**src/rtl/matmul_sequencer.sv**
```systemverilog
// Job controller for matmul_calc_module: fetches A/B/C operands from 1-cycle banks,
// holds calc start through write-back, and reports busy/done/error/flags.
module matmul_sequencer #(
  parameter int unsigned DATA_WIDTH     = 8,
  parameter int unsigned BUS_WIDTH      = 16,
  parameter int unsigned IDX_W          = 2 * $clog2(BUS_WIDTH / DATA_WIDTH) + 1,
  parameter int unsigned TIMEOUT_CYCLES = 256
) (
  input  logic                 clk_i,
  input  logic                 rst_i,
  input  logic                 start_i,
  input  logic                 mode_i,
  input  logic [1:0]           n_dim_i,
  input  logic [1:0]           k_dim_i,
  input  logic [1:0]           m_dim_i,
  output logic                 rd_en_a_o,
  output logic [IDX_W-1:0]     rd_idx_a_o,
  input  logic [BUS_WIDTH-1:0] rd_data_a_i,
  output logic                 rd_en_b_o,
  output logic [IDX_W-1:0]     rd_idx_b_o,
  input  logic [BUS_WIDTH-1:0] rd_data_b_i,
  output logic                 rd_en_c_o,
  output logic [IDX_W-1:0]     rd_idx_c_o,
  input  logic [BUS_WIDTH-1:0] rd_data_c_i,
  output logic                 calc_start_o,
  output logic                 calc_mode_o,
  output logic [1:0]           calc_n_o,
  output logic [1:0]           calc_k_o,
  output logic [1:0]           calc_m_o,
  output logic [BUS_WIDTH-1:0] calc_a_o,
  output logic [BUS_WIDTH-1:0] calc_b_o,
  output logic [BUS_WIDTH-1:0] calc_c_o,
  input  logic                 calc_wr_en_i,
  input  logic                 calc_finish_i,
  input  logic [BUS_WIDTH-1:0] calc_flags_i,
  output logic                 busy_o,
  output logic                 done_o,
  output logic                 err_o,
  output logic [BUS_WIDTH-1:0] flags_o
);

  localparam int unsigned MAX_DIM = BUS_WIDTH / DATA_WIDTH;
  localparam int unsigned TO_W    = $clog2(TIMEOUT_CYCLES + 1);
  localparam int unsigned WR_W    = TO_W + 1;

  typedef enum logic [1:0] {StIdle, StLoad, StWait, StDone} state_e;

  state_e               state_q, state_d;
  logic [IDX_W-1:0]     cnt_q, cnt_d;
  logic [WR_W-1:0]      wr_cnt_q, wr_cnt_d, wr_total;
  logic [TO_W-1:0]      to_cnt_q, to_cnt_d;
  logic                 mode_q, mode_d;
  logic [1:0]           n_q, n_d, k_q, k_d, m_q, m_d;
  logic                 err_q, err_d;
  logic [BUS_WIDTH-1:0] flags_q, flags_d;
  logic                 rd_en_a_q, rd_en_a_d, rd_en_b_q, rd_en_b_d, rd_en_c_q, rd_en_c_d;
  logic [IDX_W-1:0]     rd_idx_q, rd_idx_d;
  logic                 calc_start_q, calc_start_d;
  logic                 busy_q, busy_d, done_q, done_d;
  logic [IDX_W-1:0]     load_last, n_ext, m_ext;
  logic                 dims_ok, in_load;

  always_comb begin
    state_d  = state_q;
    cnt_d    = cnt_q;
    wr_cnt_d = wr_cnt_q;
    to_cnt_d = to_cnt_q;
    mode_d   = mode_q;
    n_d      = n_q;
    k_d      = k_q;
    m_d      = m_q;
    err_d    = err_q;
    flags_d  = flags_q;

    // (n+1)*(m+1) always dominates n+1 and m+1, so it alone sets the load length.
    load_last = (IDX_W'(n_q) + 1'b1) * (IDX_W'(m_q) + 1'b1) - 1'b1;
    wr_total  = wr_cnt_q + WR_W'(calc_wr_en_i);
    dims_ok   = (32'(n_dim_i) <= MAX_DIM - 1) && (32'(k_dim_i) <= MAX_DIM - 1) &&
                (32'(m_dim_i) <= MAX_DIM - 1);

    unique case (state_q)
      StIdle: begin
        if (start_i) begin
          if (dims_ok) begin
            mode_d   = mode_i;
            n_d      = n_dim_i;
            k_d      = k_dim_i;
            m_d      = m_dim_i;
            err_d    = 1'b0;
            cnt_d    = '0;
            wr_cnt_d = '0;
            to_cnt_d = '0;
            state_d  = StLoad;
          end else begin
            err_d = 1'b1;
          end
        end
      end
      StLoad: begin
        if (cnt_q == load_last) begin
          cnt_d   = '0;
          state_d = StWait;
        end else begin
          cnt_d = cnt_q + 1'b1;
        end
      end
      StWait: begin
        wr_cnt_d = wr_total;
        if (calc_finish_i) begin
          flags_d = calc_flags_i;
          if (wr_total != WR_W'(MAX_DIM * MAX_DIM)) err_d = 1'b1;
          state_d = StDone;
        end else if (to_cnt_q == TO_W'(TIMEOUT_CYCLES - 1)) begin
          err_d   = 1'b1;
          state_d = StDone;
        end else begin
          to_cnt_d = to_cnt_q + 1'b1;
        end
      end
      StDone: state_d = StIdle;
      default: state_d = StIdle;
    endcase

    // Registered outputs are decoded from the next state so they line up with it.
    n_ext        = IDX_W'(n_d);
    m_ext        = IDX_W'(m_d);
    in_load      = (state_d == StLoad);
    rd_en_a_d    = in_load && (cnt_d <= n_ext);
    rd_en_b_d    = in_load && (cnt_d <= m_ext);
    rd_en_c_d    = in_load;
    rd_idx_d     = in_load ? cnt_d : '0;
    calc_start_d = (in_load && (cnt_d != '0)) || (state_d == StWait);
    busy_d       = (state_d != StIdle);
    done_d       = (state_d == StDone);
  end

  always_ff @(posedge clk_i) begin
    if (rst_i) begin
      state_q      <= StIdle;
      cnt_q        <= '0;
      wr_cnt_q     <= '0;
      to_cnt_q     <= '0;
      mode_q       <= 1'b0;
      n_q          <= '0;
      k_q          <= '0;
      m_q          <= '0;
      err_q        <= 1'b0;
      flags_q      <= '0;
      rd_en_a_q    <= 1'b0;
      rd_en_b_q    <= 1'b0;
      rd_en_c_q    <= 1'b0;
      rd_idx_q     <= '0;
      calc_start_q <= 1'b0;
      busy_q       <= 1'b0;
      done_q       <= 1'b0;
    end else begin
      state_q      <= state_d;
      cnt_q        <= cnt_d;
      wr_cnt_q     <= wr_cnt_d;
      to_cnt_q     <= to_cnt_d;
      mode_q       <= mode_d;
      n_q          <= n_d;
      k_q          <= k_d;
      m_q          <= m_d;
      err_q        <= err_d;
      flags_q      <= flags_d;
      rd_en_a_q    <= rd_en_a_d;
      rd_en_b_q    <= rd_en_b_d;
      rd_en_c_q    <= rd_en_c_d;
      rd_idx_q     <= rd_idx_d;
      calc_start_q <= calc_start_d;
      busy_q       <= busy_d;
      done_q       <= done_d;
    end
  end

  assign rd_en_a_o    = rd_en_a_q;
  assign rd_en_b_o    = rd_en_b_q;
  assign rd_en_c_o    = rd_en_c_q;
  assign rd_idx_a_o   = rd_idx_q;
  assign rd_idx_b_o   = rd_idx_q;
  assign rd_idx_c_o   = rd_idx_q;
  assign calc_start_o = calc_start_q;
  assign calc_mode_o  = mode_q;
  assign calc_n_o     = n_q;
  assign calc_k_o     = k_q;
  assign calc_m_o     = m_q;
  assign calc_a_o     = rd_data_a_i;
  assign calc_b_o     = rd_data_b_i;
  assign calc_c_o     = rd_data_c_i;
  assign busy_o       = busy_q;
  assign done_o       = done_q;
  assign err_o        = err_q;
  assign flags_o      = flags_q;

endmodule
```
**config.mk**
```make
export PLATFORM = sky130hd
export DESIGN_NAME = matmul_sequencer
export DESIGN_NICKNAME = d
export VERILOG_FILES = /design/src/rtl/matmul_sequencer.sv
export SDC_FILE = /design/constraint.sdc
export NUM_CORES = 1
export LEC_CHECK = 0
export CORE_MARGIN = 4
export CORE_UTILIZATION = 25
export CTS_CLUSTER_DIAMETER = 100
export DETAILED_ROUTE_END_ITERATION = 16
export GPL_TIMING_DRIVEN = 0
export HOLD_SLACK_MARGIN = 0.02
export PLACE_DENSITY = 0.65
export SLEW_MARGIN = 0
export SYNTH_ARGS = -nofsm -noshare
export SYNTH_HDL_FRONTEND = slang
export SYNTH_SLANG_ARGS = --single-unit
export TNS_END_PERCENT = 10
```
**constraint.sdc**
```tcl
create_clock -name clk_i -period 4.05 [get_ports clk_i]
set_input_delay 0.405 -clock clk_i [delete_from_list [all_inputs] [get_ports clk_i]]
set_output_delay 0.405 -clock clk_i [all_outputs]
set_load 0.1 [all_outputs]
```
### After elaboration in Yosys (flattened, before gate mapping)

Index checks and enable logic that the tools add are counted.
Widths: inputs -> output; s select.

| storage, ports and cells | value |
|---|---|
| register bits | 57 |
| bits of input ports | 76 |
| output and inout port bits | 87 |
| logic and storage cells | 91 |

| operators by class | value |
|---|---|
| add/subtract/negate cells | 6 |
| $mul | 1 |
| order comparisons | 5 |
| equality and inequality tests | 15 |
| multiplexer cells | 30 |
| bitwise operators | 1 |
| reduce and logical (&&, ||, !) cells | 16 |

Operators with widths:

| kind | count |
|---|---|
| $mux 9 | 4 |
| $mux 2 | 11 |
| $mux 10 | 2 |
| $pmux 10 s2 | 1 |
| $pmux 9 s2 | 1 |
| $add 10x1->10 | 1 |
| $ne 10x3->1 const B | 1 |
| $add 9x1->9 const B | 1 |
| $eq 9x8->1 const B | 1 |
| $mux 3 | 3 |
| $eq 2x2->1 const B | 4 |
| $ne 2x2->1 const B | 4 |
| $pmux 2 s4 | 1 |
| $add 2x1->3 const B | 2 |
| $le 2x1->1 const B | 3 |
| $le 3x2->1 | 2 |
| $ne 3x3->1 const B | 2 |
| $pmux 3 s2 | 1 |
| $reduce_and 3->1 | 2 |
| $logic_and 1x1->1 | 5 |
| $mux 1 | 5 |
| $reduce_and 5->1 | 1 |
| $eq 2x1->1 const B | 2 |
| $reduce_and 4->1 | 1 |
| other kinds (12) | 13 |

### Depth between registers and ports, before layout

Gate-level depths: netlist of the first run.

| logic depth | value |
|---|---|
| word-level depth | 9 |
| depth in mapped cells | 15 |
| gate-level depth less buffers | 15 |

### Worst setup path after synthesis of the first run

No wires, ideal clock.

| timing path | value |
|---|---|
| path type | reg-to-reg |
| from | register n_q[0], in the netlist calc_n_o[0] |
| to | register rd_en_a_q, in the netlist rd_en_a_o |
| library setup time | 0.073 ns |
| data arrival time | 3.680 ns |
| required time | 3.977 ns |
| setup slack | 0.297 ns |
| cell stages (with the launch flop) | 16 |
| buffers on the path | 0 |
| clock period less this slack | 3.753 ns |
| cells stage by stage | dfxtp_1 > ha_1 > and2b_1 > ha_1 > ha_1 > xnor2_1 > o21ai_1 > nor2b_1 > mux2i_2 > and2_2 > a22oi_1 > inv_1 > ha_1 > a21oi_1 > a21oi_1 > nor3b_2 |

| on the way | value |
|---|---|
| cells in the longest elaborated chain, start to end | 8 |
| elaborated cells between the ends (all ways) | 14 |
| classes of those cells | 2 x add/sub; 1 x mul; 1 x order compare; 2 x eq/ne; 7 x mux; 1 x reduce/logical |

RTL lines:

| element | line | source |
|---|---|---|
| start: declaration | 53 | `logic [1:0] n_q, n_d, k_q, k_d, m_q, m_d;` |
| start signal: assignment | 162 | `n_q <= n_d;` |
| $add 2x1->3 | 76 | `load_last = (IDX_W'(n_q) + 1'b1) * (IDX_W'(m_q) + 1'b1) - 1'b1;` |
| $mul 3x3->3 | 76 |  |
| $sub 3x1->3 | 76 |  |
| $eq 3x3->1 | 100 | `if (cnt_q == load_last) begin` |
| $mux 3 | 100 |  |
| $pmux 3 s2 | 81 | `unique case (state_q)` |
| named net cnt_d[1] | 49 | `logic [IDX_W-1:0] cnt_q, cnt_d;` |
| $le 3x2->1 | 128 | `rd_en_a_d = in_load && (cnt_d <= n_ext);` |
| $logic_and 1x1->1 | 128 |  |
| end signal: assignment | 167 | `rd_en_a_q <= rd_en_a_d;` |
| end: declaration | 56 | `logic rd_en_a_q, rd_en_a_d, rd_en_b_q, rd_en_b_d, rd_en_c_q, rd_en_c_d;` |

The timed path passes the listed nets, and every way through them passes these cells.
A chain may end at the register's enable or synchronous reset.

### Final worst setup path of the first run

| timing path | value |
|---|---|
| from | register n_q[0], in the netlist calc_n_o[0] |
| to | register rd_en_b_q, in the netlist rd_en_b_o |

| on the way | value |
|---|---|
| cells in the longest elaborated chain, start to end | 8 |
| elaborated cells between the ends (all ways) | 11 |
| classes of those cells | 2 x add/sub; 1 x mul; 1 x order compare; 2 x eq/ne; 4 x mux; 1 x reduce/logical |

RTL lines:

| element | line | source |
|---|---|---|
| $add 2x1->3 | 76 |  |
| $mul 3x3->3 | 76 |  |
| $sub 3x1->3 | 76 |  |
| $eq 3x3->1 | 100 |  |
| $mux 3 | 100 |  |
| $pmux 3 s2 | 81 |  |
| named net cnt_d[1] | 49 |  |
| $le 3x2->1 | 129 | `rd_en_b_d = in_load && (cnt_d <= m_ext);` |
| $logic_and 1x1->1 | 129 |  |
| end signal: assignment | 168 | `rd_en_b_q <= rd_en_b_d;` |
| end: declaration | 56 |  |

The timed path passes the listed nets, and every way through them passes these cells.

==> impl_metrics.csv, run 1 <==
group,metric,value,unit
outcome,status,"completed",
global_routing,grt_pass1_wl,13130,µm
clock_network,clk_path_buf_depth,2,
worst_setup_path,cp_max_fo,8,
power_and_ir_drop,vdd_drop_max,0.0001910,V
cells_and_area,syn_to_final_growth,53.30,%
timing,rsz0062_at_grt,"no",
synth,syn_inst,369,
cells_and_area,fin_util,0.3987,
timing,max_freq,298.9,MHz
timing,worstMarginPinSlew,1013,ps
cells_and_area,final_area,0.004649,mm²
floorplanning,die_y,118.1,µm
route,vias_per_cell,4.365,
global_routing,antenna_found_initial,0,
synth,synth.yosys.seq_area_share,0.3762,
route,drc_errors,0,
clock_network,cts_hold_buf,0,
synth,synth_top_area_frac,0.3762,
cells_and_area,diodes,0,
synth,yosys-top-cells-count,"dfxtp_1, buf_4, nand2_1",
cells_and_area,multiInputGateArea,0.001390,mm²
clock_network,clk_pin_slew,50,ps
synth,synthSimpleGateAreaFrac,0.2100,
cells_and_area,nFillCells,1141,
route,ant_nets,0,
timing,finalSetupTns,0,ps
timing,timing.final.max_slew_violations,0,
worst_setup_path,required,4300,ps
timing,hold_viol,0,
synth,synth.avg_cell_area,8.219,µm²
synth,synth_flop_cell,"dfxtp_1",
synth,synth-xor-area-share,0.04332,
placed_design,place_hpwl,6407,µm
synth,ys_ff_latch,57,
clock_network,cts_made_buffers,9,
global_routing,grt.total_usage,0.1138,
floorplanning,rows,39,
timing,setup_viol,0,
synth,ys_types,45,
clock_network,cts-htree-levels,3,
synth,synth_fa_ha_area_frac,0.05363,
floorplanning,fp.dieW,118.1,µm
clock_network,post_cts_buffers,0,
cells_and_area,drive_gt1_frac,0.1647,
synth,syn-num-nets,458,
synth,yosysTopAreaCell,"dfxtp_1",
timing,period_needed,3346,ps
flow_run,cap_violations,0,
route,first_pass_iters,6,
floorplanning,initial_core_util,0.2601,
synth,syn-cell-area,0.003033,mm²
clock_network,cts_root_buffer,"clkbuf_16",
synth,async_reset_ff_frac,0,
cells_and_area,nets,583,
synth,yosys_warnings,0,
synth,synth_edf_count,0,
worst_setup_path,crit_path_end_kind,"register",
placed_design,globalplace.congestion,0.7990,
clock_network,tritoncts,"yes",
worst_setup_path,start_kind,"register",
timing,slew_headroom,0.3227,
timing,fin_skew,4.683,ps
global_routing,first_global_vias,2743,
floorplanning,pin_count,163,
global_routing,overflow,0,
clock_network,cts_resized,0,
power_and_ir_drop,power_density,374.0,mW/mm²
worst_setup_path,crit_type,"register to register",
placed_design,port-buffer-count,114,
floorplanning,core_area,0.01166,mm²
synth,synth_compound_area_frac,0.1262,
route,postRouteWirelength,8063,µm
global_routing,grt_max_degree,11,
clock_network,cts.sinks,57,
cells_and_area,regArea,0.001141,mm²
placed_design,dpl_cell_area,0.004353,mm²
route,vias,2798,
worst_hold_path,hold_path.class,"register to register",
worst_setup_path,worstPathArrival,3600,ps
clock_network,clk_latency,320,ps
floorplanning,die_area,0.01396,mm²
synth,synth_top_family_by_area,"simple AND/OR/NAND/NOR gates",
synth,synth.area.mux_share,0.02517,
route,wire_per_inst,12.58,µm
synth,synth_most_common_cell,"dfxtp_1",
power_and_ir_drop,p_leak,1.825,nW
synth,synthTopCellsByArea,"dfxtp_1, buf_4, nand2_1, nor2_1, ha_1",
route,first_iter_violations,101,
timing,period_share,0.8262,
==> final timing paths <==
| path | startpoint | slack, ps | cells past startpoint | to |
|---|---|---|---|---|
| max | calc_n_o[0]$_SDFF_PP0_ | 700 | 15 | rd_en_b_o$_SDFF_PP0_ |
| min | calc_k_o[1]$_SDFFE_PP0P_ | 420 | 2 | calc_k_o[1]$_SDFFE_PP0P_ |
| max reg2reg | calc_n_o[0]$_SDFF_PP0_ | 700 | 15 | rd_en_b_o$_SDFF_PP0_ |
| min reg2reg | calc_k_o[1]$_SDFFE_PP0P_ | 420 | 2 | calc_k_o[1]$_SDFFE_PP0P_ |
==> registers in the layout, summed over array words and instances (netlist names), 2 cells and up <==
| name | cells |
|---|---|
| calc_k_o | 2 |
| calc_m_o | 2 |
| calc_n_o | 2 |
| cnt_q | 3 |
| flags_o | 16 |
| rd_idx_a_o | 3 |
| state_q | 2 |
| to_cnt_q | 9 |
| wr_cnt_q | 10 |
==> routing by layer <==
metal  share of wire  vias up  wire (µm)  global-route usage
met2            0.50      111       4014              0.1947
li1                -     1431          -                   -
met5               0        -          0                   0
met4          0.0089        0         72             0.02418
met3           0.083        7        666             0.04919
met1            0.41     1249       3310              0.1325
==> logic make-up (layout without fill, tap and decap cells) <==
kind of cell	Yosys count	count (layout)
AO/OA/AOI/OAI	61	61
XOR/XNOR	15	15
adder cells (fa/ha/maj)	13	13
buffers and inverters	79	208
flip-flops	57	57
multiplexers	7	7
AND/OR/NAND/NOR	137	137
==> cell type report <==
cell class                      instances  share of cell area
Buffer                                 67             0.09822
Clock buffer                           12             0.05517
Clock inverter                          3            0.008611
Inverter                               12            0.009688
Multi-Input combinational cell        233              0.2990
Sequential cell                        57              0.2454
Tap cell                              143             0.03848
Timing Repair Buffer                  114              0.2454
==> critical path, stage by stage, from the launching register on <==
cell	delay [ps]
dfxtp_1	450
ha_1	290
and2b_1	160
ha_1	270
ha_1	280
xnor2_1	130
o21ai_1	100
nor2b_1	140
mux2i_2	120
and2_2	230
a22oi_1	310
inv_1	120
ha_1	330
a21oi_1	130
a21oi_1	60
nor3b_2	160
==> where the power goes <==
group | switching, W | total [W] | internal, W
registers | 0.00000558 | 0.000575 | 0.000569
clock network | 0.000245 | 0.000748 | 0.000503
logic | 0.000292 | 0.000416 | 0.000124
==> placed cells by master, fill, tap and decap left out, types with 3 or more instances in the layout <==
cell,instances
clkdlybuf4s50_1,114
dfxtp_1,57
buf_4,54
nand2_1,49
nor2_1,45
a21oi_1,28
ha_1,13
inv_1,12
clkbuf_1,12
xnor2_1,11
nand3_1,9
o21ai_0,9
clkbuf_16,9
nor2b_1,7
a22oi_1,7
nor3_1,5
mux2i_1,4
xor2_1,4
nand2b_1,3
nand4_1,3
and3_1,3
a31oi_1,3
==> metrics by stage <==
| step | worst slack [ps] | instances | power, W | hold slack (ps) |
|---|---|---|---|---|
| after global routing | 392.1 | 641 | 0.001797 | 448.9 |
| after detailed placement | 730.7 | 626 | 0.001004 | 423.9 |
| after CTS | 699.7 | 641 | 0.001757 | 431.8 |
| after floorplan | 297.0 | 369 | 0.0009027 | 458.7 |
| final | 703.9 | 641 | 0.001739 | 425.0 |
| after global placement | 776.0 | 626 | 0.001002 | 419.0 |
Note: power is estimated with default switching activity, not from simulation.
==> run 2, diff against run 1 <==
--- a/config.mk
+++ b/config.mk
@@ -11,7 +11,7 @@
 export DETAILED_ROUTE_END_ITERATION = 16
 export GPL_TIMING_DRIVEN = 0
 export HOLD_SLACK_MARGIN = 0.02
-export PLACE_DENSITY = 0.65
+export PLACE_DENSITY = 0.67
 export SLEW_MARGIN = 0
 export SYNTH_ARGS = -nofsm -noshare
 export SYNTH_HDL_FRONTEND = slang
==> constraint.sdc (replaced) <==
create_clock -name clk_i -period 3 [get_ports clk_i]
set_input_delay 0.3 -clock clk_i [delete_from_list [all_inputs] [get_ports clk_i]]
set_output_delay 0.3 -clock clk_i [all_outputs]
set_load 0.1 [all_outputs]
==> run 2 against run 1 <==
Net effect: non-clock buffer count rose by 7; register-to-register slack got worse by 580 ps; critical endpoint is now rd_en_a_o$_SDFF_PP0_; largest cell class unchanged; via count rose by 3.6%; sequential power rose by 34%; clock power rose by 56%; critical path type unchanged; design area rose by 5.2%.
==> impl_metrics.csv, run 2 (synthesis results as in run 1) <==
group,metric,value,unit
route,postRouteWirelength,8234,µm
floorplanning,rows,39,
power_and_ir_drop,vdd_drop_max,0.0003107,V
worst_setup_path,r2r_slack,120,ps
global_routing,first_global_vias,2845,
timing,slew_headroom,0.3318,
clock_network,cts_made_buffers,9,
placed_design,globalplace.congestion,0.8453,
cells_and_area,diodes,0,
worst_setup_path,worstPathCellList,"ha_4, nand2b_1, ha_4, ha_4, xnor2_2, xnor2_2, mux2i_2, and2_4, a22oi_2, inv_2, ha_4, a21oi_4, a21oi_2, nor3b_2",
worst_setup_path,crit_type,"register to register",
cells_and_area,final_cell_mix,"clkdlybuf4s50_1, buf_4, dfxtp_1",
route,first_pass_iters,4,
timing,period_share,0.9598,
clock_network,clk_latency,320,ps
floorplanning,die_area,0.01396,mm²
route,drc_errors,0,
worst_setup_path,required,3260,ps
worst_setup_path,path_depth,14,
route,first_iter_violations,132,
worst_setup_path,critPathLaunch,"calc_m_o[0]$_SDFF_PP0_",
worst_setup_path,critPathMaxStageDelay,370,ps
floorplanning,initial_core_util,0.2601,
clock_network,cts-htree-levels,3,
cells_and_area,drive_gt1_frac,0.2154,
cells_and_area,syn_to_final_growth,61.30,%
timing,worstMarginPinSlew,999.1,ps
placed_design,port-buffer-count,114,
timing,rsz0062_at_grt,"no",
timing,max_freq,347.3,MHz
cells_and_area,largest_reg_flops,16,
clock_network,clk_path_buf_depth,2,
worst_setup_path,reg2reg_depth,14,
clock_network,cts_root_buffer,"clkbuf_16",
clock_network,cts.sinks,57,
timing,hold_viol,0,
floorplanning,fp.dieW,118.1,µm
timing,finalSetupTns,0,ps
outcome,status,"completed",
clock_network,clk_pin_slew,50,ps
worst_setup_path,slowest_stage,"dfxtp_4",
cells_and_area,layout_commonest_cell,"clkdlybuf4s50_1",
global_routing,antenna_found_initial,0,
placed_design,dp.cells,626,
floorplanning,pin_count,163,
placed_design,place_hpwl,6424,µm
route,vias_per_cell,4.467,
power_and_ir_drop,p_leak,1.886,nW
global_routing,grt_pass1_wl,13250,µm
timing,period_needed,2879,ps
flow_run,cap_violations,0,
global_routing,grt.total_usage,0.1140,
timing,timing.final.max_slew_violations,0,
cells_and_area,nFillCells,1107,
worst_setup_path,crit_path_end_kind,"register",
route,wire_per_inst,12.69,µm
cells_and_area,fin_cells,649,
worst_hold_path,hold_path.class,"register to register",
timing,fin_skew,5.298,ps
global_routing,grt_max_degree,12,
floorplanning,die_y,118.1,µm
power_and_ir_drop,power_density,515.5,mW/mm²
route,ant_nets,0,
timing,setup_viol,0,
worst_setup_path,cpMostUsedCell,"ha_4",
worst_setup_path,worstPathArrival,3140,ps
route,vias,2899,
worst_setup_path,reg2reg_to,"rd_en_a_o$_SDFF_PP0_",
clock_network,tritoncts,"yes",
cells_and_area,nets,590,
worst_setup_path,start_kind,"register",
worst_setup_path,r2r_start,"calc_m_o[0]$_SDFF_PP0_",
worst_setup_path,crit_path_end,"rd_en_a_o$_SDFF_PP0_",
worst_setup_path,cp_max_fo,8,
floorplanning,core_area,0.01166,mm²
global_routing,overflow,0,
worst_setup_path,crit_family,"adder cells",
worst_setup_path,path_buf_inv,1,
## run 2: cell count changes in the layout (fill, tap and decap cells not counted), moves of 3 or more
cell / before / now
ha_4: 0 / 6
buf_4: 54 / 61
a21oi_1: 28 / 25
ha_1: 13 / 7
dfxtp_1: 57 / 53
dfxtp_4: 0 / 4
## run 2: how the worst min path moves through the flow
stage                                to  cells past startpoint  slack (ps)                      from
2_1_floorplan     state_q[0]$_SDFF_PP0_                      1         390                     rst_i
3_3_place_gp   calc_k_o[1]$_SDFFE_PP0P_                      2         430  calc_k_o[1]$_SDFFE_PP0P_
3_5_place_dp   calc_k_o[1]$_SDFFE_PP0P_                      2         430  calc_k_o[1]$_SDFFE_PP0P_
4_1_cts        calc_k_o[1]$_SDFFE_PP0P_                      2         440  calc_k_o[1]$_SDFFE_PP0P_
5_1_grt        calc_k_o[1]$_SDFFE_PP0P_                      2         460  calc_k_o[1]$_SDFFE_PP0P_
6_report       calc_k_o[1]$_SDFFE_PP0P_                      2         440  calc_k_o[1]$_SDFFE_PP0P_
## run 2: repair_timing
action,4_1_cts,5_1_grt
buffers inserted,2,5
hold buffers,0,0
setup endpoints to repair,2,2
pin swaps,1,6
gates resized for setup,2,13
## run 2: final cells by class
class	instances	area, µm²	share of cell area
inverter	12	45.04	0.009207
clock inverter	7	118.9	0.02430
sequential	57	1156	0.2363
clock buffer	9	225.2	0.04604
timing repair buffer	121	1194	0.2440
tap	143	178.9	0.03657
buffer	67	456.7	0.09335
multi-input combinational	233	1518	0.3102
## run 2: tightest hold or removal path: stages, from the launching register on
cell and delay, ps:
dfxtp_1 310, inv_1 50, nor2_1 30
## run 2: routing by layer
metal  share of wire  track usage  vias to the layer above
li1                -            -                     1443
met1            0.40       0.1273                     1332
met2            0.51       0.2008                      115
met3           0.083      0.04011                        9
met4           0.012      0.04029                        0
met5               0            0                        -
## run 2: power breakdown
group	switching (W)	total [W]	leakage, nW	internal, W
sequential	0.00000746	0.000772	0.463	0.000765
clock	0.000362	0.00117	0.162	0.000810
combinational	0.000401	0.000578	1.26	0.000177
total	0.000770	0.00252	1.89	0.00175
## run 2: stage by stage
stage | hold slack [ps] | setup WS (ps) | util | power [W] | area (µm²)
floorplan | 385.4 | -37.42 | - | 0.001216 | 3067
global placement | 430.5 | -31.69 | 0.3761 | 0.001349 | 4387
detailed placement | 432.3 | -123.8 | 0.3761 | 0.001354 | 4387
CTS | 440.5 | -58.64 | 0.4076 | 0.002545 | 4753
global route | 461.2 | 1.121 | 0.4195 | 0.002600 | 4892
finish | 437.1 | 120.7 | 0.4195 | 0.002522 | 4892
